`config.mk`:
```
export PLATFORM = sky130hd
export DESIGN_NAME = wb_sram
export DESIGN_NICKNAME = d
export VERILOG_FILES = /design/src/rtl/wb_sram_pkg.sv /design/src/rtl/wb_sram.sv
export SDC_FILE = /design/constraint.sdc
export NUM_CORES = 1
export LEC_CHECK = 0
export ABC_AREA = 1
export CORE_MARGIN = 2
export CORE_UTILIZATION = 48
export CTS_BUF_LIST = sky130_fd_sc_hd__clkbuf_16
export CTS_CLUSTER_DIAMETER = 50
export DETAILED_ROUTE_END_ITERATION = 12
export PLACE_DENSITY = 0.95
export SYNTH_ARGS = -nofsm -noshare
export SYNTH_HDL_FRONTEND = slang
export SYNTH_SLANG_ARGS = --single-unit
```
`constraint.sdc`:
```
create_clock -name clk -period 2.15 [get_ports clk]
set_input_delay 0.43 -clock clk [delete_from_list [all_inputs] [get_ports clk]]
set_output_delay 0.43 -clock clk [all_outputs]
set_load 0.01 [all_outputs]
```
`src/rtl/wb_sram_pkg.sv`:
```
// Shared definitions for the Wishbone-to-16-bit asynchronous SRAM bridge.
// Holds the FSM encoding, the WAIT limit and the Wishbone byte-lane groupings.
package wb_sram_pkg;

    localparam int WAIT_MAX = 15;

    // Big-endian lanes: sel[3] is the lowest byte address.
    localparam logic [3:0] SEL_HI = 4'b1100;
    localparam logic [3:0] SEL_LO = 4'b0011;

    typedef enum logic [2:0] {
        ST_IDLE   = 3'd0,
        ST_SETUP  = 3'd1,
        ST_STROBE = 3'd2,
        ST_HOLD   = 3'd3,
        ST_ACK    = 3'd4
    } state_t;

    typedef enum logic {
        HALF_HI = 1'b0,
        HALF_LO = 1'b1
    } half_t;

endpackage

```
`src/rtl/wb_sram.sv`:
```
// Wishbone slave bridging 32-bit longword accesses onto a 16-bit asynchronous SRAM,
// splitting each access into HI and LO halfword cycles (SETUP / STROBE x WAIT / HOLD).
module wb_sram
    import wb_sram_pkg::*;
#(
    parameter int ADDR_W = 18,
    parameter int WAIT   = 2
) (
    input  logic              clk,
    input  logic              reset,
    input  logic              wb_cyc_i,
    input  logic              wb_stb_i,
    input  logic              wb_we_i,
    input  logic [3:0]        wb_sel_i,
    input  logic [29:0]       wb_adr_i,
    input  logic [31:0]       wb_dat_i,
    output logic [31:0]       wb_dat_o,
    output logic              wb_ack_o,
    output logic [ADDR_W-1:0] sram_a,
    input  logic [15:0]       sram_dq_i,
    output logic [15:0]       sram_dq_o,
    output logic              sram_dq_t,
    output logic              sram_ce_n,
    output logic              sram_oe_n,
    output logic              sram_we_n,
    output logic              sram_ub_n,
    output logic              sram_lb_n
);

    if (WAIT < 1 || WAIT > WAIT_MAX) begin : g_wait_range
        $error("wb_sram: WAIT out of range 1..15");
    end

    localparam logic [3:0] WAIT_LD = 4'(WAIT - 1);

    state_t             state, state_nxt;
    half_t              half, half_nxt;
    logic [3:0]         cnt;
    logic [ADDR_W-2:0]  adr_q;
    logic [3:0]         sel_q;
    logic               we_q;
    logic [31:0]        dat_q;

    logic accept;
    logic active;

    // Upper longword address bits alias onto the SRAM.
    logic unused_adr;
    assign unused_adr = ^wb_adr_i[29:ADDR_W-1];

    assign accept = wb_cyc_i & wb_stb_i & ~wb_ack_o;
    assign active = (state == ST_SETUP) || (state == ST_STROBE) || (state == ST_HOLD);

    always_comb begin
        state_nxt = state;
        half_nxt  = half;
        case (state)
            ST_IDLE: begin
                if (accept) begin
                    if (|(wb_sel_i & SEL_HI)) begin
                        state_nxt = ST_SETUP;
                        half_nxt  = HALF_HI;
                    end else if (|(wb_sel_i & SEL_LO)) begin
                        state_nxt = ST_SETUP;
                        half_nxt  = HALF_LO;
                    end else begin
                        state_nxt = ST_ACK;
                    end
                end
            end
            ST_SETUP:  state_nxt = ST_STROBE;
            ST_STROBE: if (cnt == 4'd0) state_nxt = ST_HOLD;
            ST_HOLD: begin
                if (half == HALF_HI && |(sel_q & SEL_LO)) begin
                    state_nxt = ST_SETUP;
                    half_nxt  = HALF_LO;
                end else begin
                    state_nxt = ST_ACK;
                end
            end
            ST_ACK:  state_nxt = ST_IDLE;
            default: state_nxt = ST_IDLE;
        endcase
        // Master abandoned the cycle: drop the SRAM access without acknowledging.
        if (active && !wb_cyc_i) state_nxt = ST_IDLE;
    end

    always_ff @(posedge clk) begin
        if (reset) begin
            state    <= ST_IDLE;
            half     <= HALF_HI;
            cnt      <= 4'd0;
            adr_q    <= '0;
            sel_q    <= 4'd0;
            we_q     <= 1'b0;
            dat_q    <= 32'd0;
            wb_ack_o <= 1'b0;
            wb_dat_o <= 32'd0;
        end else begin
            state    <= state_nxt;
            half     <= half_nxt;
            wb_ack_o <= (state == ST_ACK);
            if (state == ST_IDLE && accept) begin
                adr_q    <= wb_adr_i[ADDR_W-2:0];
                sel_q    <= wb_sel_i;
                we_q     <= wb_we_i;
                dat_q    <= wb_dat_i;
                wb_dat_o <= 32'd0;
            end
            if (state == ST_SETUP)
                cnt <= WAIT_LD;
            else if (state == ST_STROBE && cnt != 4'd0)
                cnt <= cnt - 4'd1;
            if (state == ST_STROBE && cnt == 4'd0 && !we_q) begin
                if (half == HALF_HI) wb_dat_o[31:16] <= sram_dq_i;
                else                 wb_dat_o[15:0]  <= sram_dq_i;
            end
        end
    end

    // SRAM pins decode straight from registered state so they never glitch between phases.
    always_comb begin
        sram_a    = {adr_q, half};
        sram_dq_o = (half == HALF_HI) ? dat_q[31:16] : dat_q[15:0];
        sram_ce_n = ~active;
        sram_oe_n = ~((state == ST_STROBE) && !we_q);
        sram_we_n = ~((state == ST_STROBE) && we_q);
        sram_dq_t = ~(active && we_q);
        sram_ub_n = ~(active && ((half == HALF_HI) ? sel_q[3] : sel_q[1]));
        sram_lb_n = ~(active && ((half == HALF_HI) ? sel_q[2] : sel_q[0]));
    end

endmodule

```
## Word-level counts from Yosys, hierarchy flattened

Cells that the tools add are included.

| cells by class | value |
|---|---|
| add/subtract/negate cells | 1 |
| equal/unequal tests | 8 |
| mux-type cells | 20 |
| bitwise logic cells | 10 |
| reduce and logical (&&, ||, !) cells | 27 |

Operators with widths:

| cell | number |
|---|---|
| $mux W32 | 2 |
| $mux W16 | 3 |
| $mux W3 | 5 |
| $pmux W3 S4 | 1 |
| $logic_and A1 B1 Y1 | 11 |
| $reduce_or A2 Y1 | 5 |
| $mux W1 | 8 |
| $not A1 Y1 | 8 |
| $eq A3 B2 Y1 const B | 2 |
| $logic_not A4 Y1 | 1 |
| $ne A2 B2 Y1 const B | 2 |
| $reduce_and A4 Y1 | 1 |
| $reduce_bool A2 Y1 | 2 |
| $reduce_bool A4 Y1 | 1 |
| $sub A4 B1 Y4 const B | 1 |
| $eq A3 B1 Y1 const B | 1 |
| $eq A3 B3 Y1 const B | 1 |
| $logic_not A3 Y1 | 1 |
| $ne A3 B3 Y1 const B | 1 |
| $and A1 B1 Y1 | 2 |
| $logic_not A1 Y1 | 2 |
| $logic_or A1 B1 Y1 | 2 |
| $ne A2 B1 Y1 const B | 1 |
| $pmux W1 S2 | 1 |
| $reduce_and A2 Y1 | 1 |

| word-level totals | value |
|---|---|
| register bits after elaboration | 95 |
| bits of input ports | 87 |
| output and inout bits | 73 |
| logic and storage cells | 76 |

## Logic depth before layout (Yosys ltp)

Gate-level depths: netlist (run 1).

| logic depth | value |
|---|---|
| word-level depth | 6 |
| mapped depth | 9 |
| mapped depth without buffers | 8 |

## Least setup slack after synthesis (run 1)

No wires, ideal clock.

| timing | value |
|---|---|
| kind | flip-flop to output port |
| start point | register half |
| end point | output port sram_lb_n |
| arrival | 1.162 ns |
| data required time | 1.720 ns |
| slack | 0.558 ns |
| cell stages (with the launch flop) | 6 |
| buffers on the path | 2 |
| path through | dfxtp_1 -> clkbuf_1 -> clkbuf_1 -> nand2_1 -> nand2_1 -> nand2_1 |

| between the ends | value |
|---|---|
| cells in the longest elaborated chain, start to end | 3 |

RTL lines:

| element | RTL line | RTL |
|---|---|---|
| start: declaration | wb_sram.sv:37 | `half_t half, half_nxt;` |
| start signal: assignment | wb_sram.sv:101 | `half <= half_nxt;` |
| $mux W1 | wb_sram.sv:130 | `sram_lb_n = ~(active && ((half == HALF_HI) ? sel_q[2] : sel_q[0]));` |
| $logic_and A1 B1 Y1 | wb_sram.sv:130 |  |
| $not A1 Y1 | wb_sram.sv:130 |  |
| end: declaration | wb_sram.sv:27 | `output logic sram_lb_n` |

No other way between the ends.

## Worst setup path in the final report (run 1)

| timing | value |
|---|---|
| start point | register state[1] |
| end point | output port sram_oe_n |

| between the ends | value |
|---|---|
| cells in the longest elaborated chain, start to end | 3 |

RTL lines:

| element | RTL line | RTL |
|---|---|---|
| start: declaration | wb_sram.sv:36 | `state_t state, state_nxt;` |
| start signal: assignment | wb_sram.sv:100 | `state <= state_nxt;` |
| $eq A3 B2 Y1 | wb_sram.sv:126 | `sram_oe_n = ~((state == ST_STROBE) && !we_q);` |
| $logic_and A1 B1 Y1 | wb_sram.sv:126 |  |
| $not A1 Y1 | wb_sram.sv:126 |  |
| end: declaration | wb_sram.sv:24 | `output logic sram_oe_n,` |

No other way between the ends.

==> results by group, run 1 <==
Critical path
  • R2R depth: 8
  • Source of the worst register-to-register timing path: cnt[0]$_SDFFE_PP0P_
  • End of the critical path: sram_oe_n
  • Kind of critical path: flip-flop to output pin
  • Critical Path Start: state[1]$_SDFFE_PP0P_
  • R2r setup slk: 480 ps
  • Worst path required time: 1720 ps
  • Worst R2R End: wb_dat_o[8]$_SDFF_PP0_
  • Crit path max fanout: 5
  • Crit path launch type: flip-flop
  • Worst Setup End Kind: output pin
  • Worst Path Arrival: 1650 ps

Synthesis
  • #FFs+latches synth: 95
  • Post-Syn Area: 0.00420 sq mm
  • Compound-Gate Fraction of Synth Area: 7.98%
  • Synth cell types: 26
  • XOR/XNOR share of the synthesized area: 0.208%
  • Leading post-synthesis cells by cell area: dfxtp_1 (45%), nor2_1 (19%), nand2_1 (9.8%), o21ai_0 (5.6%), inv_1 (5.3%)
  • Post-synth top area cell: dfxtp_1
  • Syn Inst Count: 639
  • Average size of a mapped cell: 6.58 sq um
  • Mux contribution to synthesized area: 0%
  • Register area share after synthesis: 45.3%
  • Area share of the largest cell type after synthesis: 45.3%
  • Synth Area in Adders: 0.298%
  • Synthesis Warnings: 0
  • Largest family of logic cells by synthesized area: simple AND/OR/NAND/NOR gates
  • Syn nets: 727
  • Post-synthesis simple-gate area fraction: 36.3%

Routing
  • Drt pass-1 iters: 4
  • Routed WL per cell: 12.9 um
  • Initial DRC Count: 149
  • Total number of vias: 4413
  • Final wirelength: 11.4 mm
  • DRC Markers: 0
  • Routed Antenna Nets: 0
  • Vias per std cell: 4.99

Pwr
  • Pwr Density: 875 mW/mm^2
  • Combinational share of power: 30.6%
  • Clock network power share: 28.8%
  • Peak supply drop: 504 uV
  • Internal: 3.64 mW
  • Total power: 5.30 mW
  • Sequential Power Share: 40.6%
  • Net Sw Frac: 31.2%
  • Leakage: 2.61 nW
  • NetSw: 1.65 mW

Cells and area
  • Ant diodes: 0
  • Fin nets: 861
  • Fin util: 70.4%
  • Share of cells above drive strength 1: 5.15%
  • Layout Cells excl Fill: 885
  • Area Overhead vs Synth: 44.0%
  • Fill cells: 624

Global routing
  • Vias in the first global route: 4394
  • GRT overflow: 0
  • First-pass GRT wire length: 19.5 mm
  • Initial antenna violation count: 0
  • Total global-route track usage: 24.4%
  • Pin count of the biggest net entering global routing: 55

Worst hold path
  • Hold path cells: 2
  • HP Class: flip-flop to flip-flop

Clock network
  • Worst skew pair latency: 340 ps
  • Longest Clk Path Bufs: 2
  • H-Tree Depth: 3
  • CTS sink cnt: 95
  • Clock root cell: clkbuf_16
  • Cts hold-fix bufs: 0
  • CTS tree: built
  • Total CTS buffers: 9
  • Clk slew on worst S/H paths: 60 ps

Place
  • Final RePlAce weighted congestion: 0.809
  • Detail Placement HPWL: 7.92 mm
  • Port Buf Inserts: 146
  • DP Cell Count: 868

Floorplan
  • I/O Pins: 160
  • Die ar.: 0.00952 sq mm
  • # rows: 34
  • Initial Util: 48.9%
  • Die Y: 97.6 um
  • Chip width: 97.6 um
  • Core Region: 0.00859 sq mm

STA
  • Tmin final: 2080 ps
  • RSZ-0062 raised after global routing: false
  • Clk_skew: 7.52 ps
  • Slew Limit Fails: 0
  • Fmax: 481 MHz
  • Final setup fails: 0
  • Least-Margin Pin Slew: 422 ps
  • Final Cycle Share: 96.7%
  • Fin Setup TNS: 0 ps
  • Fin. Hold Viols: 0
  • Slew HR: 71.8%

Flow run
  • Number of max-cap violations: 0

Status
  • Status: complete, no violations
[metal layers]
metal  routed length [um]  global-route usage [%]
met2                 5820                    42.6
met3                  846                    8.35
met4                  123                    6.52
met5                    0                       0
met1                 4630                    28.4
[state kept, by name, indices dropped and copies added (netlist names), 3 cells and up]
signal and count:
wb_dat_o 32, sel_q 4, state 3, adr_q 17, dat_q 32, cnt 4
[cell usage after synthesis (all sizes together)]
| master | n |
|---|---|
| buf | 21 |
| inv | 62 |
| nor3 | 2 |
| nor3b | 1 |
| dfxtp | 95 |
| a31oi | 2 |
| ha | 1 |
| nand3 | 43 |
| nand2 | 110 |
| clkbuf | 15 |
| nor2 | 220 |
| nand3b | 1 |
| a21boi | 1 |
| a21oi | 6 |
| clkinv | 1 |
| o21ai | 57 |
| xor2 | 1 |
[cell type report]
class | count | area (sq um) | share of cell area (%)
repair buffers | 159 | 1610 | 26.6
well taps | 108 | 135 | 2.23
inverters | 63 | 236 | 3.91
multi-input cells | 445 | 1880 | 31.1
clock buffers | 9 | 225 | 3.72
flip-flops and latches | 95 | 1910 | 31.5
clock inverters | 6 | 55.1 | 0.910
[cell usage in the layout, fill, tap and decap left out, drive strengths merged]
cell,count
nor2,220
clkinv,2
clkdlybuf4s50,140
dfxtp,95
dlygate4sd2,2
a21boi,1
nor3,2
nand2,110
buf,13
dlymetal6s2s,4
a21oi,6
a31oi,2
clkinvlp,1
nand3b,1
o21ai,57
inv,65
xor2,1
bufinv,1
nand3,43
nor3b,1
clkbuf,9
ha,1
[worst min-delay path by stage]
| stage | startpoint | to | slack, ps |
|---|---|---|---|
| final | dat_q[16]$_SDFFE_PP0P_ | dat_q[16]$_SDFFE_PP0P_ | 500 |
| after global routing | cnt[3]$_SDFFE_PP0P_ | cnt[3]$_SDFFE_PP0P_ | 530 |
| after CTS | cnt[0]$_SDFFE_PP0P_ | cnt[0]$_SDFFE_PP0P_ | 500 |
| after detailed placement | cnt[0]$_SDFFE_PP0P_ | cnt[0]$_SDFFE_PP0P_ | 490 |
| after global placement | cnt[3]$_SDFFE_PP0P_ | cnt[3]$_SDFFE_PP0P_ | 460 |
| after floorplan | cnt[1]$_SDFFE_PP0P_ | cnt[1]$_SDFFE_PP0P_ | 450 |
[logic make-up (layout without fill, tap and decap cells)]
group	Yosys count	after routing
and+or+nand+nor	377	377
buffers and inverters	99	237
DFF	95	95
AOI/OAI and AO/OA	66	66
adders and majority gates	1	1
xor gates and xnor gates	1	1
[through the flow]
step           worst slack [ps]  cell area, sq um  hold WS (ps)
4_1_cts                    13.4              6020           499
3_5_place_dp                221              5740           490
2_1_floorplan               558              4200           450
5_1_grt                   0.351              6050           530
6_report                   70.7              6050           502
3_3_place_gp                306              5740           460
[power by group through the flow]
stage	Clock [mW]	Sequential, mW	Combinational [mW]
6_report	1.53	2.15	1.62
5_1_grt	1.63	2.18	1.79
4_1_cts	1.55	2.15	1.60
3_5_place_dp	0	2.18	1.59
3_3_place_gp	0	2.17	1.54
2_1_floorplan	0	2.21	0.851
[critical path: stages (launching register included)]
cell	delay, ps
dfxtp_1	390
inv_2	90
nor3_4	220
nand2_1	120
clkdlybuf4s50_1	490
[what timing repair did]
action,in CTS,in global routing
pin swaps,0,1
endpoints found under the setup margin,6,18
setup buffers,0,2
resized for setup,5,7
Note: power is estimated with default switching activity, not from simulation.
==> run 2: changes to the inputs <==
CORE_MARGIN = default   (was 2)
==> results by group, run 2 (same netlist as run 1, synthesis figures left out) <==
Routing
  • Total number of vias: 4375
  • Initial DRC Count: 221
  • Routed Antenna Nets: 0
  • Drt pass-1 iters: 4
  • DRC Markers: 0
  • Final wirelength: 11.7 mm
  • Routed WL per cell: 13.2 um
  • Vias per std cell: 4.97

Cells and area
  • Share of cells above drive strength 1: 5.03%
  • Ant diodes: 0
  • Fill cells: 603
  • Top flop regs: dat_q x32, wb_dat_o x32, adr_q x17
  • Final instance area: 0.00606 sq mm
  • Area Overhead vs Synth: 44.1%
  • Most common cell after layout, fill and taps aside: nor2_1
  • Most frequent cells in the layout: nor2_1 (216), clkdlybuf4s50_1 (142), nand2_1 (110), dfxtp_1 (93), inv_1 (58)
  • Fin nets: 860

Floorplan
  • Die Y: 95.6 um
  • # rows: 33
  • Die ar.: 0.00913 sq mm
  • Core Region: 0.00834 sq mm
  • Chip width: 95.6 um
  • I/O Pins: 160
  • Initial Util: 50.4%

Worst hold path
  • Hold path cells: 2
  • HP Start: cnt[3]$_SDFFE_PP0P_
  • HP Class: flip-flop to flip-flop

Clock network
  • Cts hold-fix bufs: 0
  • Clk slew on worst S/H paths: 70 ps
  • Clock root cell: clkbuf_16
  • Worst skew pair latency: 330 ps
  • Longest Clk Path Bufs: 2
  • CTS tree: built
  • CTS sink cnt: 95
  • Total CTS buffers: 9
  • H-Tree Depth: 3

Global routing
  • Vias in the first global route: 4374
  • Total global-route track usage: 26.9%
  • Pin count of the biggest net entering global routing: 45
  • GRT overflow: 0
  • Initial antenna violation count: 0
  • First-pass GRT wire length: 19.3 mm

Critical path
  • Cell Chain, Critical Path: buf_12, nand2_1, nand2_1, clkdlybuf4s50_1
  • Kind of critical path: flip-flop to output pin
  • Worst Setup End Kind: output pin
  • Worst path required time: 1720 ps
  • Source of the worst register-to-register timing path: cnt[0]$_SDFFE_PP0P_
  • Critical Path Start: half$_SDFFE_PP0P_
  • Critical Path Most Common Cell: nand2_1
  • R2R depth: 8
  • Crit path launch type: flip-flop
  • Crit path max fanout: 38
  • Worst Path Arrival: 1640 ps
  • Critical-path top delay cell: clkdlybuf4s50_1
  • Slowest stage delay, CP: 550 ps

Pwr
  • Peak supply drop: 428 uV
  • Internal: 3.55 mW
  • Combinational share of power: 31.5%
  • Total power: 5.22 mW
  • Pwr Density: 861 mW/mm^2
  • NetSw: 1.67 mW
  • Sequential Power Share: 41.1%
  • Leakage: 2.56 nW
  • Clock network power share: 27.4%
  • Net Sw Frac: 32.0%

STA
  • Slew HR: 71.7%
  • PnR worst setup slack: 81.8 ps
  • Fmax: 484 MHz
  • RSZ-0062 raised after global routing: false
  • Fin Setup TNS: 0 ps
  • Final Cycle Share: 96.2%
  • Clk_skew: 7.84 ps
  • Final setup fails: 0
  • Fin. Hold Viols: 0
  • Least-Margin Pin Slew: 422 ps
  • Tmin final: 2070 ps
  • Slew Limit Fails: 0

Place
  • Port Buf Inserts: 146
  • Final RePlAce weighted congestion: 0.841
  • Dpl ws: 175 ps
  • Detail Placement HPWL: 8.09 mm
  • DP Area: 0.00576 sq mm

Status
  • Status: complete, no violations

Flow run
  • Number of max-cap violations: 0
-- run 2: what timing repair did --
| item | 4_1_cts | 5_1_grt |
|---|---|---|
| gates resized for setup | 2 | 4 |
| buffers inserted | 0 | 2 |
| endpoints found under the setup margin | 3 | 4 |
-- run 2: cell type report --
| cell class | instances | area (sq um) | area share, % |
|---|---|---|---|
| multi-input cells | 445 | 1880 | 31.1 |
| repair buffers | 158 | 1640 | 27.1 |
| flip-flops and latches | 95 | 1900 | 31.4 |
| clock inverters | 6 | 36.3 | 0.599 |
| well taps | 105 | 131 | 2.17 |
| clock buffers | 9 | 225 | 3.72 |
| inverters | 63 | 236 | 3.90 |
-- run 2: path summary, 6_finish.rpt --
check,endpoint,slack (ps)
setup reg to reg,wb_dat_o[24]$_SDFF_PP0_,530
setup / recovery,sram_dq_o[0],80
hold reg to reg,cnt[3]$_SDFFE_PP0P_,490
hold / removal,cnt[3]$_SDFFE_PP0P_,490
-- run 2: worst max-delay path, delay by kind of cell (launching register included) --
kind                   cells  cell delay [ps]
buffers and inverters      2              770
flip-flops                 1              350
AND/OR/NAND/NOR            2              180
-- run 2: stage by stage --
stage                     util (%)  hold WS (ps)  std cells
final                         72.6           485        881
after global routing          72.6           530        881
after CTS                     72.3           491        879
after detailed placement      69.1           481        864
after global placement        69.1           458        864
after floorplan                  -           450        639
-- run 2: metal layers --
metal	up-vias	track usage (%)	routed length, um
met3	26	8.29	935
met4	0	10.8	252
met5	-	0	0
li1	2216	-	-
met2	164	47.9	5760
met1	1969	29.6	4710
-- run 2: power by group through the flow --
stage,combinational (mW),sequential [mW],clock [mW]
5_1_grt,1.83,2.17,1.52
3_3_place_gp,1.56,2.16,0
3_5_place_dp,1.62,2.18,0
6_report,1.64,2.14,1.43
4_1_cts,1.63,2.14,1.44
2_1_floorplan,0.851,2.21,0
==> run 3: changes to the inputs <==
REMOVE_ABC_BUFFERS = 1   (was default)
SETUP_SLACK_MARGIN = 0.15   (was default)
==> results by group, run 3 (same netlist as run 1, synthesis figures left out) <==
Pwr
  • Net Sw Frac: 31.8%
  • Clock network power share: 30.0%
  • Internal: 3.66 mW
  • Sequential Power Share: 40.2%
  • Peak supply drop: 606 uV
  • Total power: 5.37 mW
  • Pwr Density: 879 mW/mm^2
  • NetSw: 1.71 mW
  • Combinational share of power: 29.8%
  • Leakage: 2.75 nW

STA
  • Hold_ws: 504 ps
  • Final setup fails: 0
  • Final Cycle Share: 95.1%
  • Least-Margin Pin Slew: 420 ps
  • Clk_skew: 8.64 ps
  • Tmin final: 2050 ps
  • PnR worst setup slack: 105 ps
  • Slew HR: 71.7%
  • RSZ-0062 raised after global routing: true
  • Slew Limit Fails: 0
  • Fin. Hold Viols: 0
  • Fmax: 489 MHz
  • Fin Setup TNS: 0 ps

Cells and area
  • Most frequent cells in the layout: nor2_1 (216), clkdlybuf4s50_1 (126), nand2_1 (110), dfxtp_1 (91), inv_1 (58)
  • Fill cells: 614
  • Top flop regs: dat_q x32, wb_dat_o x32, adr_q x17
  • Layout Cells excl Fill: 884
  • Share of cells above drive strength 1: 5.78%
  • Fin util: 73.2%
  • Ant diodes: 0
  • Fin nets: 862
  • Most common cell after layout, fill and taps aside: nor2_1
  • Final instance area: 0.00611 sq mm
  • Area Overhead vs Synth: 45.3%

Floorplan
  • Die Y: 95.6 um
  • # rows: 33
  • Die ar.: 0.00913 sq mm
  • Initial Util: 50.4%
  • I/O Pins: 160
  • Core Region: 0.00834 sq mm
  • Chip width: 95.6 um

Clock network
  • Worst skew pair latency: 330 ps
  • Cts hold-fix bufs: 0
  • Total CTS buffers: 9
  • Longest Clk Path Bufs: 2
  • Clk slew on worst S/H paths: 70 ps
  • Clock root cell: clkbuf_16
  • CTS sink cnt: 95
  • H-Tree Depth: 3
  • CTS tree: built

Global routing
  • Initial antenna violation count: 0
  • Total global-route track usage: 24.8%
  • Vias in the first global route: 4081
  • Pin count of the biggest net entering global routing: 47
  • GRT overflow: 0
  • First-pass GRT wire length: 17.8 mm

Critical path
  • Crit path launch type: flip-flop
  • Critical-path top delay cell: clkdlybuf4s50_1
  • Slowest stage delay, CP: 550 ps
  • Crit path max fanout: 14
  • Cell Chain, Critical Path: clkinv_1, buf_6, nand2_1, nand2_1, clkdlybuf4s50_1
  • Worst path required time: 1720 ps
  • Kind of critical path: flip-flop to output pin
  • Delay-heaviest family, CP: buffers and inverters
  • Crit path buf inv count: 3
  • R2r setup slk: 510 ps
  • Critical Path Most Common Cell: nand2_1
  • Worst Path Arrival: 1620 ps
  • Worst Setup End Kind: output pin

Routing
  • Vias per std cell: 4.95
  • Drt pass-1 iters: 5
  • Initial DRC Count: 224
  • Final wirelength: 11.1 mm
  • Routed Antenna Nets: 0
  • DRC Markers: 0
  • Routed WL per cell: 12.6 um
  • Total number of vias: 4380

Place
  • Detail Placement HPWL: 7.69 mm
  • DP Cell Count: 865
  • DP Area: 0.00573 sq mm
  • Dpl ws: 165 ps
  • Port Buf Inserts: 146
  • Final RePlAce weighted congestion: 0.869

Status
  • Status: complete, no violations

Flow run
  • Number of max-cap violations: 0

Worst hold path
  • HP Class: flip-flop to flip-flop
## run 3: worst register-to-register path, cell delays in order (launching register included)
cell     delay, ps
dfxtp_1        310
inv_1          100
ha_1           210
nand3_1        140
inv_1          110
nand3_2        120
nor2_4         370
nor2_1          80
nor2_1         120
## run 3: worst paths after layout
kind,start,to,cells after the start
setup / recovery,half$_SDFFE_PP0P_,sram_dq_o[7],5
setup reg to reg,cnt[0]$_SDFFE_PP0P_,wb_dat_o[16]$_SDFF_PP0_,8
hold / removal,cnt[0]$_SDFFE_PP0P_,cnt[0]$_SDFFE_PP0P_,2
hold reg to reg,cnt[0]$_SDFFE_PP0P_,cnt[0]$_SDFFE_PP0P_,2
## run 3: power by group through the flow
stage,registers [mW],logic (mW),clock network (mW)
2_1_floorplan,2.22,0.761,0
3_3_place_gp,2.17,1.54,0
3_5_place_dp,2.18,1.59,0
4_1_cts,2.15,1.59,1.63
5_1_grt,2.18,1.77,1.71
6_report,2.16,1.60,1.61
## run 3: what timing repair did
| action | 4_1_cts | 5_1_grt |
|---|---|---|
| setup endpoints to repair | 22 | 17 |
| resized for setup | 13 | 16 |
| pin swaps | 0 | 1 |
| gates cloned | 0 | 0 |
| buffers inserted | 1 | 2 |
## run 3: cell type report
type                            instances  area, sq um  share of cell area, %
Multi-Input combinational cell        445         1880                   30.8
Clock inverter                          7         80.1                   1.31
Inverter                               63          236                   3.87
Tap cell                              105          131                   2.15
Sequential cell                        95         1910                   31.3
Clock buffer                            9          225                   3.69
Timing Repair Buffer                  160         1640                   26.9
## run 3: routing by layer
layer	share of wire, %	track usage [%]	wire length (um)	up-vias
met5	0	0	0	-
met4	1.2	9.95	136	0
met3	8.3	7.58	923	15
met2	49	42.6	5490	189
met1	41	28.6	4590	1960
li1	-	-	-	2216
